<file path="src/rtl/encoder_m.sv">
// Instruction-word encoder with a single output register stage and a word-address counter.
// Build option: define ENCODER_RANGE_CHECK_EN to reject immediates outside their field range.
module encoder_m (
  input  logic        clk,
  input  logic        reset_n,
  input  logic        in_valid,
  output logic        in_ready,
  input  logic [3:0]  op_sel,
  input  logic [4:0]  rd,
  input  logic [4:0]  rn,
  input  logic [4:0]  rm,
  input  logic [5:0]  shamt,
  input  logic [1:0]  hw,
  input  logic [31:0] imm,
  output logic [31:0] instr,
  output logic [7:0]  instr_addr,
  output logic        out_valid,
  input  logic        out_ready,
  input  logic        addr_load,
  input  logic [7:0]  addr_base,
  input  logic        err_clr,
  output logic        err_illegal,
  output logic        err_range
);

  localparam logic [3:0] OP_ADD  = 4'd0;
  localparam logic [3:0] OP_SUB  = 4'd1;
  localparam logic [3:0] OP_AND  = 4'd2;
  localparam logic [3:0] OP_ORR  = 4'd3;
  localparam logic [3:0] OP_ADDI = 4'd4;
  localparam logic [3:0] OP_SUBI = 4'd5;
  localparam logic [3:0] OP_LDUR = 4'd6;
  localparam logic [3:0] OP_STUR = 4'd7;
  localparam logic [3:0] OP_CBZ  = 4'd8;
  localparam logic [3:0] OP_CBNZ = 4'd9;
  localparam logic [3:0] OP_B    = 4'd10;
  localparam logic [3:0] OP_BL   = 4'd11;
  localparam logic [3:0] OP_MOVK = 4'd12;

  logic [31:0] r_instr;
  logic [7:0]  r_addr;
  logic        r_out_valid;
  logic        r_err_illegal;
  logic        r_err_range;

  logic [31:0] w_word;
  logic        w_illegal;
  logic        w_oor_raw;
  logic        w_oor;
  logic        w_accept;
  logic        w_handshake;
  logic        w_emit;
  logic signed [31:0] w_simm;

  assign w_simm      = $signed(imm);
  assign in_ready    = !r_out_valid || out_ready;
  assign w_accept    = in_valid && in_ready;
  assign w_handshake = r_out_valid && out_ready;

  always_comb begin
    w_word    = '0;
    w_illegal = 1'b0;
    w_oor_raw = 1'b0;
    case (op_sel)
      OP_ADD:  w_word = {11'b10001011000, rm, shamt, rn, rd};
      OP_SUB:  w_word = {11'b11001011000, rm, shamt, rn, rd};
      OP_AND:  w_word = {11'b10001010000, rm, shamt, rn, rd};
      OP_ORR:  w_word = {11'b10101010000, rm, shamt, rn, rd};
      OP_ADDI, OP_SUBI: begin
        w_word    = {(op_sel == OP_ADDI) ? 10'b1001000100 : 10'b1101000100,
                     imm[11:0], rn, rd};
        w_oor_raw = (w_simm < -32'sd2048) || (w_simm > 32'sd2047);
      end
      OP_LDUR, OP_STUR: begin
        w_word    = {(op_sel == OP_LDUR) ? 11'b11111000010 : 11'b11111000000,
                     imm[8:0], 2'b00, rn, rd};
        w_oor_raw = (w_simm < -32'sd256) || (w_simm > 32'sd255);
      end
      OP_CBZ, OP_CBNZ: begin
        w_word    = {(op_sel == OP_CBZ) ? 8'b10110100 : 8'b10110101, imm[18:0], rd};
        w_oor_raw = (w_simm < -32'sd262144) || (w_simm > 32'sd262143);
      end
      OP_B, OP_BL: begin
        w_word    = {(op_sel == OP_B) ? 6'b000101 : 6'b100101, imm[25:0]};
        w_oor_raw = (w_simm < -32'sd33554432) || (w_simm > 32'sd33554431);
      end
      OP_MOVK: begin
        w_word    = {9'b111100101, hw, imm[15:0], rd};
        w_oor_raw = (imm[31:16] != 16'd0);
      end
      default: w_illegal = 1'b1;
    endcase
  end

`ifdef ENCODER_RANGE_CHECK_EN
  assign w_oor = w_oor_raw;
`else
  // Without range checking the immediate is simply truncated to its field.
  logic w_unused_oor;
  assign w_unused_oor = w_oor_raw;
  assign w_oor        = 1'b0;
`endif

  assign w_emit = !w_illegal && !w_oor;

  always_ff @(posedge clk or negedge reset_n) begin
    if (!reset_n) begin
      r_instr       <= '0;
      r_addr        <= '0;
      r_out_valid   <= 1'b0;
      r_err_illegal <= 1'b0;
      r_err_range   <= 1'b0;
    end else begin
      if (w_accept) begin
        r_out_valid <= w_emit;
        if (w_emit) r_instr <= w_word;
      end else if (out_ready) begin
        r_out_valid <= 1'b0;
      end

      // A load overrides the post-handshake increment; the departing word keeps its address.
      if (addr_load)        r_addr <= addr_base;
      else if (w_handshake) r_addr <= r_addr + 8'd1;

      if (w_accept && w_illegal) r_err_illegal <= 1'b1;
      else if (err_clr)          r_err_illegal <= 1'b0;

      if (w_accept && w_oor) r_err_range <= 1'b1;
      else if (err_clr)      r_err_range <= 1'b0;
    end
  end

  assign instr       = r_instr;
  assign instr_addr  = r_addr;
  assign out_valid   = r_out_valid;
  assign err_illegal = r_err_illegal;
  assign err_range   = r_err_range;

endmodule

</file>
<file path="config.mk">
export PLATFORM = sky130hd
export DESIGN_NAME = encoder_m
export DESIGN_NICKNAME = d
export VERILOG_FILES = /design/src/rtl/encoder_m.sv
export SDC_FILE = /design/constraint.sdc
export NUM_CORES = 1
export LEC_CHECK = 0
export CELL_PAD_IN_SITES_DETAIL_PLACEMENT = 1
export CELL_PAD_IN_SITES_GLOBAL_PLACEMENT = 2
export CORE_MARGIN = 2
export CORE_UTILIZATION = 38
export CTS_CLUSTER_DIAMETER = 80
export DETAILED_ROUTE_END_ITERATION = 10
export DONT_BUFFER_PORTS = 1
export GPL_ROUTABILITY_DRIVEN = 0
export PLACE_DENSITY = 0.95
export SLEW_MARGIN = 20
export SYNTH_ARGS = -nofsm -noshare
export SYNTH_HDL_FRONTEND = slang
export SYNTH_SLANG_ARGS = --single-unit
</file>
<file path="constraint.sdc">
create_clock -name clk -period 4.15 [get_ports clk]
set_clock_uncertainty 0.15 [all_clocks]
set_input_delay 0.415 -clock clk [delete_from_list [all_inputs] [get_ports clk]]
set_output_delay 0.415 -clock clk [all_outputs]
set_load 0.05 [all_outputs]
</file>
# --- Yosys cells after proc, flatten, opt, wreduce, memory -nomap -nowiden ---
# Index checks and enable logic that the tools add are counted.
totals:
  reg_bits: 42
  input_bits: 73
  word_cells: 44
op_classes:
  add_sub_neg: 1
  n_eq_ne: 12
  muxes: 12
  reduce_logical: 15
op_table:
  columns: ["cell", "n"]
  rows:
  - ["$pmux W32 S9", 1]
  - ["$eq A4 B4 Y1 const B", 5]
  - ["$eq A4 B3 Y1 const B", 4]
  - ["$mux W8", 2]
  - ["$reduce_or A13 Y1", 1]
  - ["$mux W9", 1]
  - ["$add A8 B1 Y8 const B", 1]
  - ["$eq A4 B2 Y1 const B", 2]
  - ["$reduce_or A2 Y1", 4]
  - ["$mux W1", 6]
  - ["$mux W6", 1]
  - ["$reduce_bool A2 Y1", 3]
  - ["$eq A4 B1 Y1 const B", 1]
  - ["$logic_not A4 Y1", 1]
  - ["$logic_and A1 B1 Y1", 3]
  - ["$mux W2", 1]
  - ["$reduce_and A2 Y1", 1]
  - ["$logic_not A1 Y1", 1]
  - ["$logic_or A1 B1 Y1", 1]

# --- Longest topological paths before layout ---
logic_depth:
  word_depth: 5
  mapped_depth: 6

# --- Worst setup path after synthesis ---
# Ideal clock, no wire load.
synth_timing:
  path_type: "reg-to-reg"
  from: "register r_out_valid, in the netlist out_valid"
  to: "register r_instr[16], in the netlist instr[16]"
  setup_ps: 82
  arrival_time_ps: 1598
  required_time_ps: 3918
  path_slack_ps: 2320
  stages_incl_launch_ff: 7
  n_path_buf: 2
  period_less_slack_ps: 1830
  cell_sequence: "dfrtp_1 -> nand2b_1 -> buf_2 -> and3_4 -> buf_6 -> nor2_1 -> a31oi_1"
synth_via:
  elab_chain_cells: 4
synth_lines:
  columns: ["item", "line_no", "text"]
  rows:
  - ["from (decl)", "42", "logic r_out_valid;"]
  - ["from (signal assigned)", "115", "r_out_valid <= w_emit;"]
  - ["$logic_not A1 Y1", "56", "assign in_ready = !r_out_valid || out_ready;"]
  - ["$logic_or A1 B1 Y1", "56", null]
  - ["net in_ready", "7", "output logic in_ready,"]
  - ["$logic_and A1 B1 Y1", "57", "assign w_accept = in_valid && in_ready;"]
  - ["$reduce_and A2 Y1 (no line)", null, null]
  - ["to (signal assigned)", "116", "if (w_emit) r_instr <= w_word;"]
  - ["to (decl)", "40", "logic [31:0] r_instr;"]
# The timed path passes the listed nets, and every way through them passes these cells.
# A chain may end at the register's enable or synchronous reset.

# --- Final worst setup path ---
layout_timing:
  from: "register r_out_valid, in the netlist out_valid"
  to: "register r_instr[18], in the netlist instr[18]"
# Same word-level chain as after synthesis.

==> key figures <==
Status
  • Status: finished clean

Critical path
  • Worst reg2reg path depth: 4
  • Maximum fanout along the worst path: 35
  • Critical path's top delay family: simple AND/OR/NAND/NOR gates
  • CP dominant cell by count: a21oi_1
  • CP Capture Type: flop
  • Critical Path Max Stage Delay: 0.70 ns
  • CP max stage cell: nand2b_1
  • Bufs and invs on worst path: 0
  • Startpoint types: flop
  • WS Path Type: reg -> reg
  • Worst path depth: 4
  • Worst Path Arrival: 2.53 ns
  • CP cell instances: nand2b_1 -> nand3_4 -> a21oi_1 -> a21oi_1
  • Required @ worst endpoint: 4.18 ns

Place
  • Number of port buffers: 0
  • Detail Placement HPWL: 5.48 mm

Clocking
  • CTS resizes: 0
  • Clock sink count: 42
  • Worst-Skew Late Latency: 0.30 ns
  • CTS Hold Buffers Added: 2
  • Max clock buf depth: 2
  • Post-CTS Setup Repair Bufs: 0
  • CTS buffer count: 5
  • CTS tree: yes
  • Root Driver: clkbuf_8
  • H-tree Lvls: 2
  • Worst-path clk slew: 0.08 ns

Yosys
  • Largest area contributor in the netlist: dfrtp_1
  • Netlist cell types: 53
  • Synth area leaders: dfrtp_1, nand2_1, o21ai_0, a21oi_1, a222oi_1
  • Number of synthesized flops with an enable pin: 0
  • Syn_nets: 334
  • Yosys top cell area share: 42.7%
  • Top FF cell, synth: dfrtp_1
  • Post-Syn Instances: 260
  • Yosys reg bits: 42
  • Yosys synthesis warning count: 0
  • Post-synthesis async set-or-reset flop share: 100%
  • Avg Cell Area, Syn: between 9 and 10 um2
  • Sequential share of the synthesized area: 42.7%
  • Synth Cell Area: 2460 um2

Power and ir drop
  • Pwr Total: 1.21 mW
  • Pwr per Cell Area: 475 nW/um2
  • VDD IR max: 0.238 mV
  • Static Leak: around 1.1 nW

Die
  • Overall die height: 84.5 um
  • Core Rows: 29
  • Die X: 84.5 um
  • Die area: 7140 um2
  • Initial core utilization: 39.0%
  • Core area: roughly 6300 um2
  • I/O pin cnt: around 120

STA
  • Final setup vio count: 0
  • Setup TNS: 0 ns
  • Fmax: ~400 MHz
  • Slew @ Worst Pin: 0.823 ns
  • Worst rel slew slack: 45.1%
  • Crit path time final: 2.51 ns
  • Fin. Hold Viols: 0
  • Final worst-path cycle share: 60.4%
  • Unrepaired setup endpoints after global routing: no
  • Slew Limit Fails: 0

Routing
  • Vias: 2071
  • DR vias/cell: 6.29
  • Drt drc: 0
  • Routed Antenna Nets: 0
  • DRT iter0 DRCs: roughly 150
  • DRT Pass-1 Iters: 4
  • Wire per inst: 22.8 um
  • Routed WL: ~7.5 mm

Global routing
  • All-layer global routing usage: between 20% and 30%
  • GR Overflow Total: 0
  • Initial antenna violation count: 0
  • First-pass GRT wire length: 11.9 mm
  • Vias in the first global route: about 2200
  • Largest net degree at the start of global routing: 43

Flow run
  • Max Cap Viol: 0

Final layout
  • Final nets: 325
  • Layout cells sized above 1: 11.5%
  • Area grow syn2layout: 3.56%
  • Antenna diode count: 0

Hold path
  • Tightest Hold Check Type: in -> reg
  • Worst Hold Path Cells: 1
[synthesized netlist by cell type, types with 4 or more instances]
cell type   n
a211oi_1    4
a21oi_1    17
a222oi_1    8
a22o_1      6
a31oi_1    11
a32oi_1     4
buf_2       5
buf_4       5
buf_6       6
dfrtp_1    42
inv_1       4
mux2i_1     8
nand2_1    36
nor2_1     18
nor2b_1     7
o21ai_0    20
xor2_1      5
[worst paths after layout]
check / from / end / slack [ns]
max: out_valid / instr[18] / 1.64
min: op_sel[3] / instr[31] / 0.05
max reg2reg: out_valid / instr[18] / 1.64
min reg2reg: instr[22] / instr[22] / 0.64
max in group asynchronous: reset_n / instr[4] / 3.17
min in group asynchronous: reset_n / instr_addr[4] / 0.44
[report_power, final]
part | switching (mW) | internal, mW
Combinational | 0.0981 | 0.0760
Clock | 0.145 | 0.134
Sequential | 0.289 | 0.469
[layer usage]
metal	routed length, um	vias to the layer above	global-route usage, %
met2	3480	92	31.6
met3	731	11	7.57
met4	143	0	8.66
met5	0	-	0
met1	3130	1026	27.8
li1	-	942	-
[final cells by class]
| type | count | area, um2 |
|---|---|---|
| Clock buffer | 6 | 82.6 |
| Inverter | 5 | 18.8 |
| Timing Repair Buffer | 2 | 37.5 |
| Multi-Input combinational cell | 195 | 1250 |
| Tap cell | 77 | 96.3 |
| Sequential cell | 42 | 1050 |
| Fill cell | 727 | 3760 |
| Clock inverter | 2 | 12.5 |
[registers in the layout (all words and copies together), names as in the netlist]
signal       count
instr           32
out_valid        1
err_illegal      1
instr_addr       8
[stage by stage]
step	util (%)	hold WS, ns	cells	area, um2	worst slack [ns]
2_1_floorplan	-	-0.0306	260	2460	2.32
3_5_place_dp	38.3	-0.0294	319	2420	1.68
5_1_grt	40.4	0.0374	329	2550	1.45
6_report	40.4	0.0451	329	2550	1.64
3_3_place_gp	38.3	-0.0291	319	2420	1.71
4_1_cts	40.4	0.0390	329	2550	1.68
[logic make-up (layout without fill, tap and decap cells)]
family,after synthesis,in the layout,synth area share (%)
fa+ha+maj,1,1,0.508
other cells,1,1,0.152
simple gates,84,84,17.2
buf+inv,23,15,6.50
xor+xnor,7,7,2.49
mux,10,10,4.16
flops,42,42,42.7
compound gates,92,92,26.3
[cell usage in the layout (no fill, tap or decap), drive strengths merged, types with 3 or more instances in the layout]
master,n
dfrtp,42
a222oi,8
xor2,5
a32oi,4
a22o,9
nor2b,7
o21ai,21
mux2i,8
a211oi,4
nor2,19
nand3,4
a21oi,17
and3,5
o22ai,3
clkbuf,6
inv,5
a31oi,11
nand2,38
o31ai,3
a221oi,3
(Power assumes the default switching activity.)
